==> src/rtl/alu_seq_pkg.sv <==
// Shared constants, opcodes and FSM state type for the ALU issue sequencer.
package alu_seq_pkg;

  localparam int SEQ_DATA_W = 16;
  localparam int SEQ_NREGS  = 8;
  localparam int SEQ_AW     = 3;

  localparam logic [2:0] OP_ADD  = 3'b000;
  localparam logic [2:0] OP_INC  = 3'b001;
  localparam logic [2:0] OP_SUB  = 3'b010;
  localparam logic [2:0] OP_DEC  = 3'b011;
  localparam logic [2:0] OP_AND  = 3'b100;
  localparam logic [2:0] OP_OR   = 3'b101;
  localparam logic [2:0] OP_XOR  = 3'b110;
  localparam logic [2:0] OP_NAND = 3'b111;

  typedef enum logic [1:0] {
    ST_IDLE  = 2'd0,
    ST_ISSUE = 2'd1,
    ST_RESP  = 2'd2
  } state_t;

endpackage

==> src/rtl/alu_regfile.sv <==
// Operand register file: writeback port has priority over the host port on
// the same address; three combinational read ports.
module alu_regfile #(
  parameter int DATA_W = 16,
  parameter int NREGS  = 8,
  parameter int AW     = 3
) (
  input  logic              clk,
  input  logic              rst_n,
  input  logic              i_wb_en,
  input  logic [AW-1:0]     i_wb_addr,
  input  logic [DATA_W-1:0] i_wb_data,
  input  logic              i_host_en,
  input  logic [AW-1:0]     i_host_addr,
  input  logic [DATA_W-1:0] i_host_data,
  input  logic [AW-1:0]     i_ra,
  input  logic [AW-1:0]     i_rb,
  input  logic [AW-1:0]     i_rh,
  output logic [DATA_W-1:0] o_ra_data,
  output logic [DATA_W-1:0] o_rb_data,
  output logic [DATA_W-1:0] o_rh_data
);

  logic [DATA_W-1:0] r_regs [NREGS];

  always_ff @(posedge clk or negedge rst_n) begin
    if (!rst_n) begin
      for (int i = 0; i < NREGS; i++) r_regs[i] <= '0;
    end else begin
      for (int i = 0; i < NREGS; i++) begin
        if (i_wb_en && (i_wb_addr == AW'(i)))
          r_regs[i] <= i_wb_data;
        else if (i_host_en && (i_host_addr == AW'(i)))
          r_regs[i] <= i_host_data;
      end
    end
  end

  assign o_ra_data = r_regs[i_ra];
  assign o_rb_data = r_regs[i_rb];
  assign o_rh_data = r_regs[i_rh];

endmodule

==> src/rtl/alu_sequencer.sv <==
// Issue controller for the 16-bit combinational ALU: accepts one command,
// drives the ALU from registers, writes the result back and returns it.
// Handshakes: a transfer happens on a rising edge where valid && ready are
// both high; a producer holds valid and payload stable until that edge.
module alu_sequencer
  import alu_seq_pkg::*;
#(
  parameter int DATA_W = SEQ_DATA_W,
  parameter int NREGS  = SEQ_NREGS
) (
  input  logic              clk,
  input  logic              rst_n,
  input  logic              cmd_valid,
  output logic              cmd_ready,
  input  logic [2:0]        cmd_op,
  input  logic [2:0]        cmd_rd,
  input  logic [2:0]        cmd_ra,
  input  logic [2:0]        cmd_rb,
  input  logic              cmd_cin,
  output logic [DATA_W-1:0] A,
  output logic [DATA_W-1:0] B,
  output logic              Cin,
  output logic [2:0]        SEL,
  input  logic [DATA_W-1:0] Sum,
  input  logic              Cout,
  output logic              rsp_valid,
  input  logic              rsp_ready,
  output logic [DATA_W-1:0] rsp_data,
  output logic              rsp_cout,
  output logic              rsp_zero,
  input  logic              wr_en,
  input  logic [2:0]        wr_addr,
  input  logic [DATA_W-1:0] wr_data,
  input  logic [2:0]        rd_addr,
  output logic [DATA_W-1:0] rd_data,
  output logic [1:0]        dbg_state
);

  state_t            r_state, w_state_nxt;
  logic              w_accept, w_wb_en;
  logic [DATA_W-1:0] w_ra_data, w_rb_data;
  logic [DATA_W-1:0] r_a, r_b, r_rsp_data;
  logic [2:0]        r_sel, r_rd;
  logic              r_cin, r_rsp_valid, r_rsp_cout, r_rsp_zero;

  alu_regfile #(.DATA_W(DATA_W), .NREGS(NREGS), .AW(SEQ_AW)) u_regfile (
    .clk         (clk),
    .rst_n       (rst_n),
    .i_wb_en     (w_wb_en),
    .i_wb_addr   (r_rd),
    .i_wb_data   (Sum),
    .i_host_en   (wr_en),
    .i_host_addr (wr_addr),
    .i_host_data (wr_data),
    .i_ra        (cmd_ra),
    .i_rb        (cmd_rb),
    .i_rh        (rd_addr),
    .o_ra_data   (w_ra_data),
    .o_rb_data   (w_rb_data),
    .o_rh_data   (rd_data)
  );

  always_ff @(posedge clk or negedge rst_n) begin
    if (!rst_n) r_state <= ST_IDLE;
    else        r_state <= w_state_nxt;
  end

  always_comb begin
    w_state_nxt = r_state;
    w_accept    = 1'b0;
    w_wb_en     = 1'b0;
    case (r_state)
      ST_IDLE: begin
        w_accept = cmd_valid;
        if (cmd_valid) w_state_nxt = ST_ISSUE;
      end
      ST_ISSUE: begin
        w_wb_en     = 1'b1;
        w_state_nxt = ST_RESP;
      end
      ST_RESP: begin
        if (rsp_ready) w_state_nxt = ST_IDLE;
      end
      default: w_state_nxt = ST_IDLE;
    endcase
  end

  always_ff @(posedge clk or negedge rst_n) begin
    if (!rst_n) begin
      r_a         <= '0;
      r_b         <= '0;
      r_sel       <= '0;
      r_cin       <= 1'b0;
      r_rd        <= '0;
      r_rsp_valid <= 1'b0;
      r_rsp_data  <= '0;
      r_rsp_cout  <= 1'b0;
      r_rsp_zero  <= 1'b0;
    end else begin
      if (w_accept) begin
        r_a   <= w_ra_data;
        r_b   <= w_rb_data;
        r_sel <= cmd_op;
        r_cin <= cmd_cin;
        r_rd  <= cmd_rd;
      end
      // Logic ops leave the ALU carry undriven, so it is masked here.
      if (w_wb_en) begin
        r_rsp_valid <= 1'b1;
        r_rsp_data  <= Sum;
        r_rsp_cout  <= r_sel[2] ? 1'b0 : Cout;
        r_rsp_zero  <= (Sum == '0);
      end
      if ((r_state == ST_RESP) && rsp_ready) r_rsp_valid <= 1'b0;
    end
  end

  assign cmd_ready = rst_n & (r_state == ST_IDLE);
  assign A         = r_a;
  assign B         = r_b;
  assign SEL       = r_sel;
  assign Cin       = r_cin;
  assign rsp_valid = r_rsp_valid;
  assign rsp_data  = r_rsp_data;
  assign rsp_cout  = r_rsp_cout;
  assign rsp_zero  = r_rsp_zero;
  assign dbg_state = r_state;

endmodule

==> config.mk <==
export PLATFORM = sky130hd
export DESIGN_NAME = alu_sequencer
export DESIGN_NICKNAME = d
export VERILOG_FILES = /design/src/rtl/alu_seq_pkg.sv /design/src/rtl/alu_regfile.sv /design/src/rtl/alu_sequencer.sv
export SDC_FILE = /design/constraint.sdc
export NUM_CORES = 1
export LEC_CHECK = 0
export BUFFER_PORTS_ARGS = -buffer_cell sky130_fd_sc_hd__buf_2
export CORE_ASPECT_RATIO = 1.2
export CORE_UTILIZATION = 30
export DETAILED_ROUTE_END_ITERATION = 6
export PLACE_DENSITY_LB_ADDON = 0.08
export REMOVE_ABC_BUFFERS = 1
export SLEW_MARGIN = 5
export SYNTH_ARGS = -nofsm -noshare
export SYNTH_HDL_FRONTEND = slang
export SYNTH_SLANG_ARGS = --single-unit
==> constraint.sdc <==
create_clock -name clk -period 1.8 [get_ports clk]
set_clock_uncertainty 0.05 [all_clocks]
set_input_delay 0.18 -clock clk [delete_from_list [all_inputs] [get_ports clk]]
set_output_delay 0.18 -clock clk [all_outputs]
set_load 0.1 [all_outputs]
==> results of run 1 <==
==> flip-flops by register name, indices dropped and copies added (netlist names), 2 cells and up <==
| signal | cells |
|---|---|
| r_rd | 3 |
| u_regfile.r_regs | 128 |
| B | 16 |
| A | 16 |
| SEL | 3 |
| rsp_data | 16 |
| dbg_state | 2 |
==> logic make-up (layout without fill, tap and decap cells) <==
| logic type | after synthesis | in the layout |
|---|---|---|
| multiplexers | 439 | 439 |
| flip-flops | 188 | 188 |
| AND/OR/NAND/NOR | 123 | 123 |
| AO/OA/AOI/OAI | 100 | 100 |
| buffers and inverters | 90 | 302 |
==> power breakdown <==
part           switching, mW  internal [mW]  leakage, nW
sequential              1.70           6.37         2.22
combinational           10.4           7.14         4.35
clock                   1.87           2.41        0.314
total                   13.9           15.9         6.89
==> path summary, 6_finish.rpt <==
path | cells after the start | end | start
worst max-delay path | 3 | rd_data[0] | u_regfile.r_regs[64]$_DFFE_PN0P_
worst min-delay path | 3 | rsp_data[8]$_DFFE_PN0N_ | Sum[8]
worst max register to register | 4 | u_regfile.r_regs[30]$_DFFE_PN0P_ | dbg_state[1]$_DFFE_PN0P_
worst min register to register | 2 | rsp_data[1]$_DFFE_PN0N_ | rsp_data[1]$_DFFE_PN0N_
max in group asynchronous | 3 | u_regfile.r_regs[38]$_DFFE_PN0P_ | rst_n
min in group asynchronous | 3 | rsp_data[3]$_DFFE_PN0N_ | rst_n
==> cells in the final DEF (no fill, tap or decap), types with 4 or more instances in the layout <==
master,netlist,final
a22o_1,32,32
buf_12,0,57
buf_2,28,110
buf_4,4,85
bufinv_16,0,4
clkbuf_16,0,17
dfrtp_1,188,187
dlygate4sd3_1,0,15
mux2_1,126,126
mux2_2,187,171
mux2_4,30,46
mux2i_1,64,64
mux4_2,32,32
nand2_1,86,86
nand2b_1,4,4
nor4_1,4,4
o22ai_1,32,32
o31ai_1,32,32
==> critical path, cell delays in order, from the launching register on <==
cell     delay, ns
dfrtp_1       0.41
mux4_2        0.48
mux2_4        0.33
buf_12        0.18
==> routing by layer <==
| layer | part of all wire | track usage |
|---|---|---|
| met1 | 0.47 | 0.2965 |
| met2 | 0.48 | 0.3462 |
| met3 | 0.030 | 0.02650 |
| met4 | 0.021 | 0.06612 |
| met5 | 0.00028 | 0 |
==> timing repair <==
action / in CTS / in global routing
hold buffers: 15 / 0
endpoints found under the setup margin: 18 / 17
endpoints found under the hold margin: 203 / 0
resized for setup: 79 / 4
cloned: 0 / 0
setup buffers: 26 / 9
==> area by class of cell <==
| type | instances | area, sq um | share of cell area |
|---|---|---|---|
| inverters | 2 | 7.507 | 0.0004873 |
| repair buffers | 268 | 2494 | 0.1619 |
| clock buffers | 19 | 452.9 | 0.02940 |
| clock inverters | 13 | 186.4 | 0.01210 |
| multi-input cells | 662 | 6900 | 0.4479 |
| well taps | 526 | 658.1 | 0.04272 |
| flip-flops and latches | 188 | 4706 | 0.3055 |
==> results.md, run 1 <==
* Status: finished with violations
* Violated checks: negative setup slack
* Hold slack at roughly 0.016 ns
* Mux contribution to synthesized area at 0.4441
* Hpwl dp at 26,550 um
* Asr flop ratio synth at 1.000
* Place WS at -0.1249 ns
* Placement Rows at 79
* Number of synthesized flops with an enable pin at 0
* Fin cells at 1,678
* Synth Flop Type: dfrtp_1
* Die Height at 221.2 um
* Worst vdd ir at 1573 uV
* Initial Utilization at 0.3070
* Final design utilization at 0.3936
* Unique masters post-synth at 39
* Worst slew margin at 0.3509
* Via count at between 8,000 and 9,000
* Post-synth top area cell: dfrtp_1
* WP data arrival at 1.86 ns
* Area grow syn2layout at 28.21%
* Worst setup SP type: register
* DRC viols at 0
* Via/cell ratio at 5.110
* Crit Path Max Fanout at 4
* Period utilisation layout at 1.162
* GRT overflow at 0
* Fill count at 3,820
* Max Slew Vio Count at 0
* Reg-to-reg setup timing slack at approximately 0.1 ns
* First-pass iteration count of the detailed router at 5
* Sequential share of the synthesized area at 0.3915
* Max Cap Viol at 0
* Root Driver: clkbuf_16
* Yosys Warn Count at 0
* Post-Synthesis Cell Area at 12,020 sq um
* Cells after synthesis at 940
* Share of cells above drive strength 1 at 0.4835
* Core ar. at 39,140 sq um
* Top-count cell post-synth: dfrtp_1
* I/O Buffers at 130
* Leakage at 6.888 nW
* Final worst slack at -0.2921 ns
* Fin nets at 1,196
* Min-Delay Path Class: in2reg
* CTS tree: yes
* Number of global-route vias before repair at a little over 9,000
* Clk_lat worst skew at between 0.4 and 0.5 ns
* Tmin final at 2.092 ns
* All-Layer GR Usage at 0.2142
* Routed len/inst at between 20 and 30 um
* Area fraction in compound gates after synthesis at 0.06165
* Max Root-Sink Buffers at 2
* Max Freq at 478.0 MHz
* Starting DRC count in detailed routing at roughly 430
* Worst EP required at around 1.6 ns
* Measured slew at the worst slew-check pin at 0.9693 ns
* Clk slew on worst S/H paths at around 0.08 ns
* I/O pins at between 100 and 150
* Total power at roughly 30 mW
* Mapped Avg Cell Area at 12.78 sq um
* Dpl cells at 1,596
* Diodes inserted at 0
* Synth top area cells: dfrtp_1, mux2_2, mux2_1
* TNS Setup at -3.898 ns
* Top post-synthesis cells by count: dfrtp_1, mux2_2, mux2_1
* Post-synth top area share at 0.3915
* Post-route cell area at approximately 15,000 sq um
* Routability-driven placement congestion ratio at 0.7433
* Main combinational cell family by area after synthesis: multiplexers
* Crit path kind: reg2out
* CTS buffer count at 17
* RSZ-0062 raised after global routing: yes
* Number of setup violations in the final report at 16
* Largest net degree at the start of global routing at between 100 and 150
* Placed Instance Area at 14,040 sq um
* Adder-Cell Fraction of Synth Area at 0
* Global-route wire length before repair at 63,050 um
* Post-Synth XOR/XNOR Area at 0
* Power per cell area at 1938 nW/um^2
* Die W at 184.7 um
* Final ANT Viol Nets at 0
* Final Hold Fails at 0
* Critical Path Sink Type: output port
* Synthesized flop and latch total at 188
* H-tree depth at 4
* Post-Synth Simple-Gate Area at 0.05977
* Total clock sinks at 188
* Initial antenna violation count at 1
* Post-Route WL at 42,290 um
* Die ar. at 40,860 sq um
Note: power is estimated with default switching activity, not from simulation.
==> run 2: changes to the inputs <==
- clock period: 1.8 -> 2.4 ns (I/O delays scaled with it)
==> run 2 against run 1 <==
  * The flow now finishes without violations
  * Clock-buffer cell count is 2 higher
  * Combinational power is 37% lower
  * Utilization is 3.7 points lower
  * Cell count is 5.5% lower
  * Die area stayed put
  * Sequential share of layout area is 3.2 points higher
  * Global-route usage is 0.77 points lower
  * Non-clock buffer count is 92 lower
  * Register-to-register slack better by 0.31 ns
  * Largest power group unchanged
  * Highest routed layer unchanged
  * Sequential power is 23% lower
  * Via count is 3.6% lower
==> results.md, run 2 (synthesis results as in run 1) <==
* Largest net degree at the start of global routing at 105
* I/O Buffers at 130
* Number of global-route vias before repair at 8,539
* WHS Endpoint: rsp_data[10]$_DFFE_PN0N_
* Final Hold Fails at 0
* Clk slew on worst S/H paths at 0.07 ns
* Hold Crit Start: Sum[10]
* Initial antenna violation count at 1
* Total clock sinks at 188
* Tmin final at 2.265 ns
* Power per cell area at 1444 nW/um^2
* Number of setup violations in the final report at 0
* Max Cap Viol at 0
* Period utilisation layout at 0.9436
* R2R cell count at 3
* Placement Rows at between 70 and 80
* Fin cells at 1,586
* Leakage at 6.091 nW
* R2R Path Start: r_rd[1]$_DFFE_PN0P_
* CP max-delay cell: mux4_2
* Final worst slack at 0.1354 ns
* FF-to-FF End: u_regfile.r_regs[66]$_DFFE_PN0P_
* Routed len/inst at 25.80 um
* Die ar. at 40,860 sq um
* Starting DRC count in detailed routing at 424
* Worst slew margin at 0.5165
* Share of cells above drive strength 1 at 0.4387
* Worst EP required at 2.11 ns
* Worst vdd ir at ~930 uV
* Met2 Track Usage GR at 0.3259
* Routability-driven placement congestion ratio at around 0.72
* Met3 usage at 0.03374
* DRC viols at 0
* RSZ-0062 raised after global routing: no
* Measured slew at the worst slew-check pin at 0.7253 ns
* Die Height at 221.2 um
* Dpl cells at approximately 1,500
* Reg-to-reg setup timing slack at 0.41 ns
* WP data arrival at 1.97 ns
* Area grow syn2layout at 16.05%
* Fill count at 3,970
* CTS buffer count at 17
* Final design utilization at 0.3562
* Crit path cell chain: mux4_2 -> mux2_2 -> buf_2
* Crit Path Max Fanout at 4
* Diodes inserted at 0
* Min-Delay Path Class: in2reg
* All-Layer GR Usage at 0.2065
* Worst setup SP type: register
* Final ANT Viol Nets at 0
* TNS Setup at 0 ns
* Largest register FFs at 128
* Initial Utilization at 0.3070
* I/O pins at 131
* Met1 usage at 0.2877
* Via/cell ratio at 5.212
* Die W at ~180 um
* Worst hold path depth at 3
* Most flop-heavy register: u_regfile.r_regs
* Slowest stage delay, CP at 0.47 ns
* Root Driver: clkbuf_16
* Clk_lat worst skew at 0.46 ns
* Max Freq at 441.6 MHz
* Crit path kind: reg2out
* First-pass iteration count of the detailed router at 4
* Critical Path Sink Type: output port
* H-tree depth at 4
* Place WS at 0.2737 ns
* Core ar. at between 30,000 and 40,000 sq um
* Commonest non-fill, non-tap cells in the layout: dfrtp_1, mux2_2, mux2_1, buf_2, nand2_1
* Via count at approximately 8,300
* Top Usage Layer GRT: met2
* Setup crit start: u_regfile.r_regs[16]$_DFFE_PN0P_
* Max Root-Sink Buffers at 2
* Max Slew Vio Count at 0
* Post-Route WL at 40,910 um
* GRT overflow at 0
* Post_cts resized at 0
* Hpwl dp at 24,150 um
* CTS tree: yes
* Fin nets at 1,104
* Most common cell after layout, fill and taps aside: dfrtp_1
* Status: finished, final reports clean
* Global-route wire length before repair at approximately 60,000 um
==> run 2: power by group <==
group	switching (mW)	total [mW]	internal [mW]
combinational	7.16	11.1	3.93
clock	1.34	2.80	1.46
sequential	1.47	6.25	4.78
total	9.98	20.1	10.2
==> run 2: worst max-delay path by stage <==
| stage | to | slack (ns) | cells past startpoint |
|---|---|---|---|
| after global routing | rd_data[0] | 0.07 | 3 |
| after floorplan | cmd_ready | -1.12 | 1 |
| final | rd_data[0] | 0.14 | 3 |
| after CTS | rd_data[0] | 0.11 | 3 |
| after detailed placement | rd_data[4] | 0.27 | 5 |
| after global placement | rd_data[11] | 0.28 | 5 |
==> run 2: worst max-delay path: cells and delay by family, from the launching register on <==
| kind | cells | cell delay (ns) |
|---|---|---|
| buf+inv | 1 | 0.30 |
| flops | 1 | 0.43 |
| mux | 2 | 0.79 |
==> run 2: per-layer routing <==
| metal | vias to the layer above | wire length (um) |
|---|---|---|
| met2 | 190 | 19110 |
| met4 | 2 | 800 |
| li1 | 3743 | - |
| met1 | 4284 | 19130 |
| met5 | - | 13 |
| met3 | 47 | 1853 |
==> run 2: final cells by class <==
| type | instances | area [sq um] | area share |
|---|---|---|---|
| clock inverters | 11 | 93.84 | 0.006730 |
| clock buffers | 21 | 450.4 | 0.03230 |
| multi-input cells | 662 | 6829 | 0.4898 |
| well taps | 526 | 658.1 | 0.04720 |
| flip-flops and latches | 188 | 4705 | 0.3374 |
| repair buffers | 176 | 1200 | 0.08606 |
| inverters | 2 | 7.507 | 0.0005384 |
==> run 2: metrics by stage <==
step	instance area, sq um	power (mW)	hold WS, ns
detailed placement	13300	17.47	0.3289
floorplan	11510	14.99	-0.1056
global placement	13300	17.38	0.3247
global route	13940	21.25	0.06082
CTS	13940	20.35	0.03064
finish	13940	20.14	0.04549
==> run 2: what timing repair did <==
item | 4_1_cts | 5_1_grt
setup buffers | 0 | 0
hold buffers | 10 | 0
hold endpoints to repair | 197 | 0
==> run 3: changes to the inputs <==
- ABC_AREA: unset -> 1
==> run 3 against run 2 <==
  * Worst hold slack better by 0.033 ns
  * Via count is 59% higher
  * Cell area increased by 3.5%
  * First-iteration DRC count rose to 3.1 times the previous value
  * Combinational power down 7%
  * Clock power grew 9.3%
  * Global-route usage is 6.7 points higher
  * Critical path type unchanged
  * Largest cell class unchanged
  * Highest routed layer is now met4
==> results.md, run 3 <==
* Status: finished, final reports clean
* Placement Rows at 80
* Comb pwr share at 0.543
* Max Cap Viol at 0
* All-Layer GR Usage at 0.2736
* Critical Path Sink Type: output port
* Multi-input logic area at between 6000 and 7000 sq um
* Tmin final at between 1.5 and 2 ns
* Total clock sinks at 188
* Via count at 13,170
* Most common cell after layout, fill and taps aside: nand2_1
* Synth Flop Type: dfrtp_1
* Area grow syn2layout at 17.70%
* Largest net degree at the start of global routing at around 80
* Post-Route WL at 56,750 um
* First-pass iteration count of the detailed router at 5
* Final ANT Viol Nets at 0
* Period utilisation layout at 0.8200
* Die Height at between 200 and 250 um
* Worst setup SP type: register
* Unique masters post-synth at 24
* Placed Instance Area at 13,740 sq um
* Crit path kind: reg2out
* Hold slack at about 0.078 ns
* GRT overflow at 0
* Reg area at 4705 sq um
* Met1 usage at 0.3597
* Worst EP required at 2.11 ns
* Met2 Track Usage GR at 0.4310
* Met3 usage at 0.04247
* Diodes inserted at 0
* Hold Buf Count CTS at 10
* Die W at 186.5 um
* Post-synth top area cell: dfrtp_1
* Fill count at 4,366
* Initial antenna violation count at 0
* Global-route wire length before repair at 83,680 um
* Total power at 18.99 mW
* Post_cts resized at 0
* Post-route cell area at 14,430 sq um
* Routability-driven placement congestion ratio at 0.8783
* CTS buffer count at 17
* Sw Share at 0.5463
* Max Root-Sink Buffers at 2
* Most flop-heavy register: u_regfile.r_regs
* Sequential fraction of design power at 0.295
* P_int at 8.617 mW
* Top-count cell post-synth: nand2_1
* H-tree depth at 4
* RSZ-0062 raised after global routing: no
* Leakage at 7.405 nW
* CTS tree: yes
* Mapped Avg Cell Area at 6.618 sq um
* Sequential share of the synthesized area at 0.3838
* DRC viols at 0
* Max Slew Vio Count at 0
* Setup Fix Bufs, Post-CTS at 0
* Post-Synthesis Cell Area at 12,260 sq um
* Top post-synthesis cells by count: nand2_1, nand3_1, dfrtp_1
* Yosys Warn Count at 0
* Share of cells above drive strength 1 at 0.1485
* Sw power at 10.38 mW
* Number of synthesized flops with an enable pin at 0
* Via/cell ratio at 5.328
* Commonest non-fill, non-tap cells in the layout: nand2_1, nand3_1, dfrtp_1
* Slowest stage delay, CP at approximately 0.49 ns
* WP data arrival at 1.68 ns
* Cells after synthesis at roughly 1,900
* Final design utilization at 0.3603
* Clk_lat worst skew at between 0.4 and 0.5 ns
* Clk slew on worst S/H paths at 0.08 ns
* Crit path cell chain: nor3b_1 -> buf_2
* I/O Buffers at 130
* Die ar. at 41,670 sq um
* Number of setup violations in the final report at 0
* Core ar. at between 40,000 and 50,000 sq um
* Starting DRC count in detailed routing at about 1,300
* Largest register FFs at 128
* Measured slew at the worst slew-check pin at slightly below 0.8 ns
* Min-Delay Path Class: in2reg
* I/O pins at 131
* Final Hold Fails at 0
* Worst vdd ir at roughly 760 uV
* Asr flop ratio synth at 1.000
* Max Freq at 508.1 MHz
* Clock power share at 0.161
* Worst slew margin at 0.4856
* Root Driver: clkbuf_16
* Synth top area cells: dfrtp_1, nand2_1, nand3_1
* Routed len/inst at 22.96 um
* Post-synth top area share at 0.3838
* Synthesized flop and latch total at 188
* CP max-delay cell: dfrtp_1
* Number of global-route vias before repair at 12,670
* Crit Path Max Fanout at 7
* Fin nets at roughly 2,000
* Top Usage Layer GRT: met2
* Power per cell area at ~1300 nW/um^2
* Initial Utilization at 0.3061
* Hpwl dp at between 30,000 and 40,000 um
-- run 3: cells by family after synthesis --
logic type             count (synthesis)  synth area share
flip-flops                           188            0.3838
AO/OA/AOI/OAI                        180           0.08003
buffers and inverters                313            0.1035
AND/OR/NAND/NOR                     1171            0.4326
-- run 3: final timing paths --
path | cells past startpoint | startpoint | slack [ns] | end
min in group asynchronous | 2 | rst_n | 0.12 | u_regfile.r_regs[107]$_DFFE_PN0P_
max in group asynchronous | 3 | rst_n | 1.38 | u_regfile.r_regs[56]$_DFFE_PN0P_
setup reg to reg | 5 | dbg_state[1]$_DFFE_PN0P_ | 0.44 | u_regfile.r_regs[79]$_DFFE_PN0P_
hold reg to reg | 2 | Cin$_DFFE_PN0P_ | 0.43 | Cin$_DFFE_PN0P_
setup / recovery | 2 | dbg_state[1]$_DFFE_PN0P_ | 0.43 | cmd_ready
hold / removal | 3 | Sum[12] | 0.08 | u_regfile.r_regs[124]$_DFFE_PN0P_
-- run 3: through the flow --
step	instances	setup WS, ns	setup TNS (ns)
finish	2472	0.4320	0
global route	2472	0.3350	0
CTS	2472	0.3945	0
detailed placement	2430	0.4724	0
global placement	2430	0.5012	0
floorplan	1709	-1.116	-7.383
-- run 3: layout make-up --
type / instances / area share
Clock inverter: 12 / 0.009627
Inverter: 170 / 0.04493
Sequential cell: 188 / 0.3261
Clock buffer: 20 / 0.03096
Multi-Input combinational cell: 1351 / 0.4357
Tap cell: 533 / 0.04623
Timing Repair Buffer: 198 / 0.1064
-- run 3: critical path, delay by kind of cell, from the launching register on --
| family | cells | cell delay [ns] |
|---|---|---|
| flops | 1 | 0.49 |
| simple gates | 1 | 0.25 |
| buf+inv | 1 | 0.47 |
-- run 3: per-layer routing --
layer | vias up | wire, um
met3 | 144 | 3818
met1 | 6326 | 24550
met4 | 0 | 3068
met2 | 577 | 25310
li1 | 6125 | -
met5 | - | 0
-- run 3: power groups by stage --
stage | registers (mW) | clock network (mW) | logic [mW]
final | 5.61 | 3.06 | 10.3
after global routing | 5.79 | 3.22 | 11.1
after CTS | 5.60 | 3.11 | 10.3
after detailed placement | 5.65 | 0 | 10.3
after global placement | 5.64 | 0 | 10.3
after floorplan | 8.67 | 0 | 4.40
